**config.mk**
```make
export PLATFORM = sky130hd
export DESIGN_NAME = evr_pulse_scheduler
export DESIGN_NICKNAME = d
export VERILOG_FILES = /design/src/rtl/evr_pulse_scheduler.sv
export SDC_FILE = /design/constraint.sdc
export NUM_CORES = 2
export LEC_CHECK = 0
export CORE_MARGIN = 4
export CORE_UTILIZATION = 28
export DETAILED_ROUTE_END_ITERATION = 12
export PLACE_DENSITY = 0.56
export SLEW_MARGIN = 25
export SYNTH_ARGS = -nofsm -noshare
export SYNTH_HDL_FRONTEND = slang
export SYNTH_SLANG_ARGS = --single-unit
```
**constraint.sdc**
```tcl
create_clock -name clk -period 6.6 [get_ports clk]
set_clock_uncertainty 0.2 [all_clocks]
set_input_delay 1.32 -clock clk [delete_from_list [all_inputs] [get_ports clk]]
set_output_delay 1.32 -clock clk [all_outputs]
set_load 0.05 [all_outputs]
```
**src/rtl/evr_pulse_scheduler.sv**
```systemverilog
// EVR pulse scheduler: event-code map, start strobes and double-buffered channel config.
// Optional per-channel pending trigger is enabled by defining EVR_SCHED_PENDING_EN.
module evr_pulse_scheduler #(
  parameter int NUM_CH = 4,
  parameter int CODE_W = 8
) (
  input  logic                  clk,
  input  logic                  reset,
  input  logic [CODE_W-1:0]     event_code,
  input  logic                  event_valid,
  input  logic                  cfg_we,
  input  logic [9:0]            cfg_addr,
  input  logic [31:0]           cfg_wdata,
  output logic [NUM_CH-1:0]     ch_start,
  output logic [32*NUM_CH-1:0]  ch_delay,
  output logic [32*NUM_CH-1:0]  ch_width,
  output logic [NUM_CH-1:0]     ch_polarity,
  output logic [NUM_CH-1:0]     ch_busy,
  output logic [15:0]           drop_count
);

  typedef enum logic {
    IDLE,
    BUSY
  } state_t;

  state_t             state_q [NUM_CH];
  logic [31:0]        busy_cnt [NUM_CH];
  logic [31:0]        sh_delay [NUM_CH];
  logic [31:0]        sh_width [NUM_CH];
  logic [NUM_CH-1:0]  sh_pol;
  logic [NUM_CH-1:0]  enable;

  logic [NUM_CH-1:0]  map_mem [2**CODE_W];

  logic [NUM_CH-1:0]  ch_hit;
  logic [NUM_CH-1:0]  soft_req;
  logic [NUM_CH-1:0]  req_v;
  logic [NUM_CH-1:0]  avail;
  logic [NUM_CH-1:0]  fire;
  logic [NUM_CH-1:0]  drop_vec;
  logic [4:0]         drop_n;
  logic [16:0]        drop_sum;
  logic [15:0]        drop_next;
  logic [32:0]        sum33 [NUM_CH];
  logic [31:0]        load_val [NUM_CH];
  logic               map_we;
  logic               unused_addr;

  assign unused_addr = ^cfg_addr[3:2];
  assign map_we = cfg_we && (cfg_addr[9:8] == 2'b01);

  always_comb begin
    ch_hit   = '0;
    soft_req = '0;
    for (int i = 0; i < NUM_CH; i++) begin
      ch_hit[i] = cfg_we && (cfg_addr[9:8] == 2'b00)
                  && (cfg_addr[7:4] == 4'(i));
      soft_req[i] = ch_hit[i] && (cfg_addr[1:0] == 2'd3)
                    && cfg_wdata[0];
    end
  end

  // Event and soft trigger merge here, so a coincident pair is one request.
  always_comb begin
    req_v = soft_req;
    if (event_valid)
      req_v = req_v | map_mem[event_code];
  end

  always_comb begin
    avail = '0;
    for (int i = 0; i < NUM_CH; i++)
      avail[i] = (state_q[i] == IDLE) && !ch_start[i];
  end

  always_comb begin
    for (int i = 0; i < NUM_CH; i++) begin
      sum33[i] = {1'b0, ch_delay[32*i +: 32]}
               + {1'b0, ch_width[32*i +: 32]}
               + 33'd4;
      load_val[i] = sum33[i][32] ? 32'hFFFF_FFFF : sum33[i][31:0];
    end
  end

`ifdef EVR_SCHED_PENDING_EN
  logic [NUM_CH-1:0] pend_q;
  logic [NUM_CH-1:0] pend_d;

  always_comb begin
    fire     = '0;
    drop_vec = '0;
    pend_d   = pend_q;
    for (int i = 0; i < NUM_CH; i++) begin
      fire[i] = (req_v[i] | pend_q[i]) & enable[i] & avail[i];
      drop_vec[i] = req_v[i] & enable[i] & ~avail[i] & pend_q[i];
      if (!enable[i] || fire[i])
        pend_d[i] = 1'b0;
      else if (req_v[i] && !avail[i])
        pend_d[i] = 1'b1;
      if (ch_hit[i] && (cfg_addr[1:0] == 2'd2) && !cfg_wdata[0])
        pend_d[i] = 1'b0;
    end
  end

  always_ff @(posedge clk) begin
    if (reset)
      pend_q <= '0;
    else
      pend_q <= pend_d;
  end
`else
  always_comb begin
    fire     = req_v & enable & avail;
    drop_vec = req_v & enable & ~avail;
  end
`endif

  always_comb begin
    drop_n = '0;
    for (int i = 0; i < NUM_CH; i++)
      drop_n = drop_n + {4'b0, drop_vec[i]};
    drop_sum  = {1'b0, drop_count} + {12'b0, drop_n};
    drop_next = drop_sum[16] ? 16'hFFFF : drop_sum[15:0];
  end

  always_comb begin
    ch_busy = '0;
    for (int i = 0; i < NUM_CH; i++)
      ch_busy[i] = (state_q[i] == BUSY);
  end

  // Map table is plain RAM: no reset, software fills it before enabling.
  always_ff @(posedge clk) begin
    if (map_we)
      map_mem[cfg_addr[CODE_W-1:0]] <= cfg_wdata[NUM_CH-1:0];
  end

  always_ff @(posedge clk) begin
    if (reset) begin
      ch_start    <= '0;
      ch_delay    <= '0;
      ch_width    <= '0;
      ch_polarity <= '0;
      drop_count  <= '0;
      sh_pol      <= '0;
      enable      <= '0;
      for (int i = 0; i < NUM_CH; i++) begin
        state_q[i]  <= IDLE;
        busy_cnt[i] <= '0;
        sh_delay[i] <= '0;
        sh_width[i] <= '0;
      end
    end else begin
      ch_start   <= fire;
      drop_count <= drop_next;
      for (int i = 0; i < NUM_CH; i++) begin
        if (ch_hit[i]) begin
          case (cfg_addr[1:0])
            2'd0: sh_delay[i] <= cfg_wdata;
            2'd1: sh_width[i] <= cfg_wdata;
            2'd2: begin
              enable[i] <= cfg_wdata[0];
              sh_pol[i] <= cfg_wdata[1];
            end
            default: ;
          endcase
        end
        // Commit only when idle and not starting, so a start sees stable config.
        case (state_q[i])
          IDLE: begin
            if (ch_start[i]) begin
              state_q[i]  <= BUSY;
              busy_cnt[i] <= load_val[i];
            end else begin
              ch_delay[32*i +: 32] <= sh_delay[i];
              ch_width[32*i +: 32] <= sh_width[i];
              ch_polarity[i]       <= sh_pol[i];
            end
          end
          BUSY: begin
            if (busy_cnt[i] <= 32'd1)
              state_q[i] <= IDLE;
            else
              busy_cnt[i] <= busy_cnt[i] - 32'd1;
          end
          default: state_q[i] <= IDLE;
        endcase
      end
    end
  end

endmodule

```
==> flow_summary.ini <==
[route]
post_drt_via_cell_ratio = 5.01
drt_wl_total_mm = 227
vias = 48026
drt-initial-drc-count = 4975
drc_errors = 0
route.detailed.wl_per_inst_um = 23.7
ant_nets = 0
detailedRoute.firstPassIterationCount = 6

[sta]
fin_ws_ns = 0.710
final-setup-viol-count = 0
period_share_pct = 89.2
rsz0062_at_grt = no
timing_worst_slew_pin_value_ns = 1.10
max_clock_freq_ghz = 0.170
final_max_slew_viol_count = 0
finalHoldViolations = 0
maxSlewHeadroom_pct = 26.6
holdWs_ns = 0.239
post-route-min-period_ns = 5.89

[clock_network]
clock-root-buffer = clkbuf_16
clk_transition_reported_paths_ns = 0.06
worst_skew_pair.late_latency_ns = 0.85
ctsLongestPathBuffers = 3
clkSinkCount = 1700
number_of_buffers_added_to_fix_hold_violations_after_cts = 0
cts_made_buffers = 182
postCtsSetupBuffers = 0
cts-htree-levels = 4
cts_repair_resize_count = 0
cts_tree = yes

[synthesis]
synthCells = 5449
synth-edff-count = 1412
complex_gate_fraction_of_the_synthesized_area_pct = 6.82
synth.area.mux_share_pct = 10.1
synth_simple_gate_area_share_pct = 10.3
synthesis.area_sq_um = 75400
avgSynthCellArea_sq_um = 13.8
post_synth_xor_area_fraction_pct = 2.62
synth.yosys.warnings = 0
postSynth.topFlopCell = edfxtp_1
synth_adder_area_share_pct = 4.52
asyncSetResetFlopFracSynth_pct = 0
dominant_combinational_cell_family_by_area_after_synthesis = simple AND/OR/NAND/NOR gates
synth.lib_cells_used.distinct = 78
synth.net_count = 5771
seq_total_area_yosys_pct = 63.9
synth.ff_latch_count = 1700

[floorplanning]
io_pins = 338
initial_core_util_pct = 28.1
floorplan.core_area_sq_um = 268000
die_height_um = 527
dieArea_sq_um = 278000
width_of_the_die_um = 527
placementRows = 190

[pwr]
peakVddDrop_mv = 0.281
netSwitchingFraction_pct = 24.3
power_density_nw_per_um2 = 280
internal-power_mw = 19.2
power.share.sequential_pct = 47.4
total_switching_power_mw = 6.17
share_of_power_burned_in_combinational_logic_pct = 9.2
leakage_nw = 31.2
clk_network_pwr_share_pct = 43.4
design_power_total_mw = 25.3

[grt]
grt_use_total_pct = 15.9
grt_overflow_total = 0
global_route_wire_length_before_repair_mm = 331
grt_start_max_net_pins = 165
via_count_of_the_first_global_routing_pass = 47188
grt_antenna_before_repair = 24

[worst_setup_path]
critical_path.reg2reg.startpoint = map_mem[253][2]$_DFFE_PP_
crit_path_dat_ns = 6.32
start_kind = input pin
crit_start = event_code[0]
data_required_critical_path_ns = 7.03
worstSetupPathType = in2reg
critical_path.max_fanout = 17
worstSetupEndpointType = register

[placement]
io_buffers = 337
gpl.final_weighted_congestion = 0.902
detailedPlace.worstSlack_ns = -0.0724
dp_hpwl_mm = 156

[cells_and_area]
net_count_reported_at_finish = 6188
final_cell_utilization_of_the_core_pct = 33.8
area_growth_syn_to_layout_pct = 20.1
drive_gt1_share_pct = 14.5

[run]
max_cap_violations = 0

[outcome]
outcome = completed

[worst_hold_path]
hold_path_class = reg2reg
hold_start = sh_width[3][25]$_SDFFCE_PN0P_
stage by stage:
stage / std cells / setup TNS, ns / cell area [sq um]
floorplan: 5449 / 0 / 75400
detailed placement: 9234 / -0.873 / 84000
CTS: 9576 / 0 / 90500
global placement: 9234 / -1.08 / 84000
global route: 9578 / 0 / 90500
finish: 9583 / 0 / 90600
layout make-up:
type | instances | area (sq um)
Sequential cell | 1700 | 48200
Inverter | 60 | 225
Timing Repair Buffer | 524 | 5130
Clock inverter | 105 | 1520
Antenna cell | 7 | 17.5
Clock buffer | 237 | 5050
Multi-Input combinational cell | 3398 | 26000
Tap cell | 3552 | 4440
Fill cell | 25880 | 177000
cell families after synthesis:
logic type | Yosys count
flip-flops | 1700
XOR/XNOR | 226
multiplexers | 348
AND/OR/NAND/NOR | 1696
adder cells (fa/ha/maj) | 268
buffers and inverters | 351
AO/OA/AOI/OAI | 860
final timing paths:
| path | slack (ns) | cells past startpoint | to |
|---|---|---|---|
| hold reg to reg | 0.24 | 2 | ch_width[121]$_SDFFE_PP0P_ |
| setup reg to reg | 1.24 | 19 | drop_count[5]$_SDFF_PP0_ |
| hold / removal | 0.24 | 2 | ch_width[121]$_SDFFE_PP0P_ |
| setup / recovery | 0.71 | 21 | drop_count[5]$_SDFF_PP0_ |
sequential cells by signal, summed over array words and instances, names as in the netlist:
signal,cells
map_mem,1024
busy_cnt,128
ch_delay,128
ch_width,128
sh_delay,128
sh_width,128
drop_count,16
ch_polarity,4
ch_start,4
enable,4
sh_pol,4
state_q,4
cells in the mapped netlist (7+ instances only):
library cell  instances  area share (%)
a211o_1              10            0.12
a211oi_1             17            0.17
a21o_1               53            0.53
a21oi_1             403             2.7
a22oi_1              14            0.14
a31oi_1              17            0.14
and2_1              265             2.2
and3_1               18            0.15
buf_1                36            0.18
buf_2                31            0.21
clkbuf_1            220             1.1
dfxtp_1             288             7.6
edfxtp_1           1412              56
fa_1                  7            0.19
ha_1                261             4.3
inv_1                58            0.29
mux2i_1              20            0.27
mux4_2              328             9.8
nand2_1             718             3.6
nand2b_1             15            0.12
nand3_1              71            0.47
nand3b_1             13            0.13
nand4_1              15            0.12
nor2_1              395             2.0
nor2b_1              18            0.15
nor3_1               69            0.46
nor3b_1              10            0.10
nor4_1               28            0.23
o2111ai_1             8           0.093
o211ai_1             32            0.32
o21a_1               12            0.12
o21ai_0             168             1.1
o21bai_1             21            0.21
o221ai_1             30            0.35
o22ai_1              10           0.083
o31ai_1               9           0.090
or2_2                13            0.11
or3_1                14            0.12
or4_1                16            0.16
xnor2_1             132             1.5
xor2_1               94             1.1
layer usage:
metal	vias to the layer above	wire length, um	track usage (%)
met5	-	15	0
met4	4	5530	4.26
met3	297	20600	3.59
met2	1980	104000	24.9
met1	24399	97300	22.1
li1	21346	-	-
worst max-delay path: stages:
cell and delay, ns:
buf_8 0.17, buf_12 0.17, buf_12 0.18, mux4_2 0.52, mux4_2 0.51, mux4_2 0.54, o2111ai_1 0.22, nand3_1 0.16
nand3_1 0.14, fa_1 0.18, inv_1 0.05, fa_1 0.38, buf_4 0.18, fa_1 0.46, and3_1 0.20, and3_1 0.19
and2_1 0.17, and3_1 0.20, nand4_1 0.14, buf_12 0.15, a21oi_1 0.06
power groups by stage:
stage	sequential (mW)	clock [mW]	combinational [mW]
CTS	12.0	11.2	2.34
global route	12.0	11.7	2.49
finish	12.0	11.0	2.32
floorplan	12.5	0	1.08
detailed placement	12.2	0	2.33
global placement	12.2	0	2.31
placed cells by master, fill, tap and decap left out, drive strengths merged, types with 64 or more instances in the layout:
cell,instances
edfxtp,1412
nand2,719
a21oi,403
nor2,396
mux4,328
clkdlybuf4s50,327
dfxtp,288
and2,265
ha,261
clkbuf,241
buf,193
o21ai,169
xnor2,132
xor2,94
nand3,71
nor3,71
inv,66
clkinv,64
(Power assumes the default switching activity.)
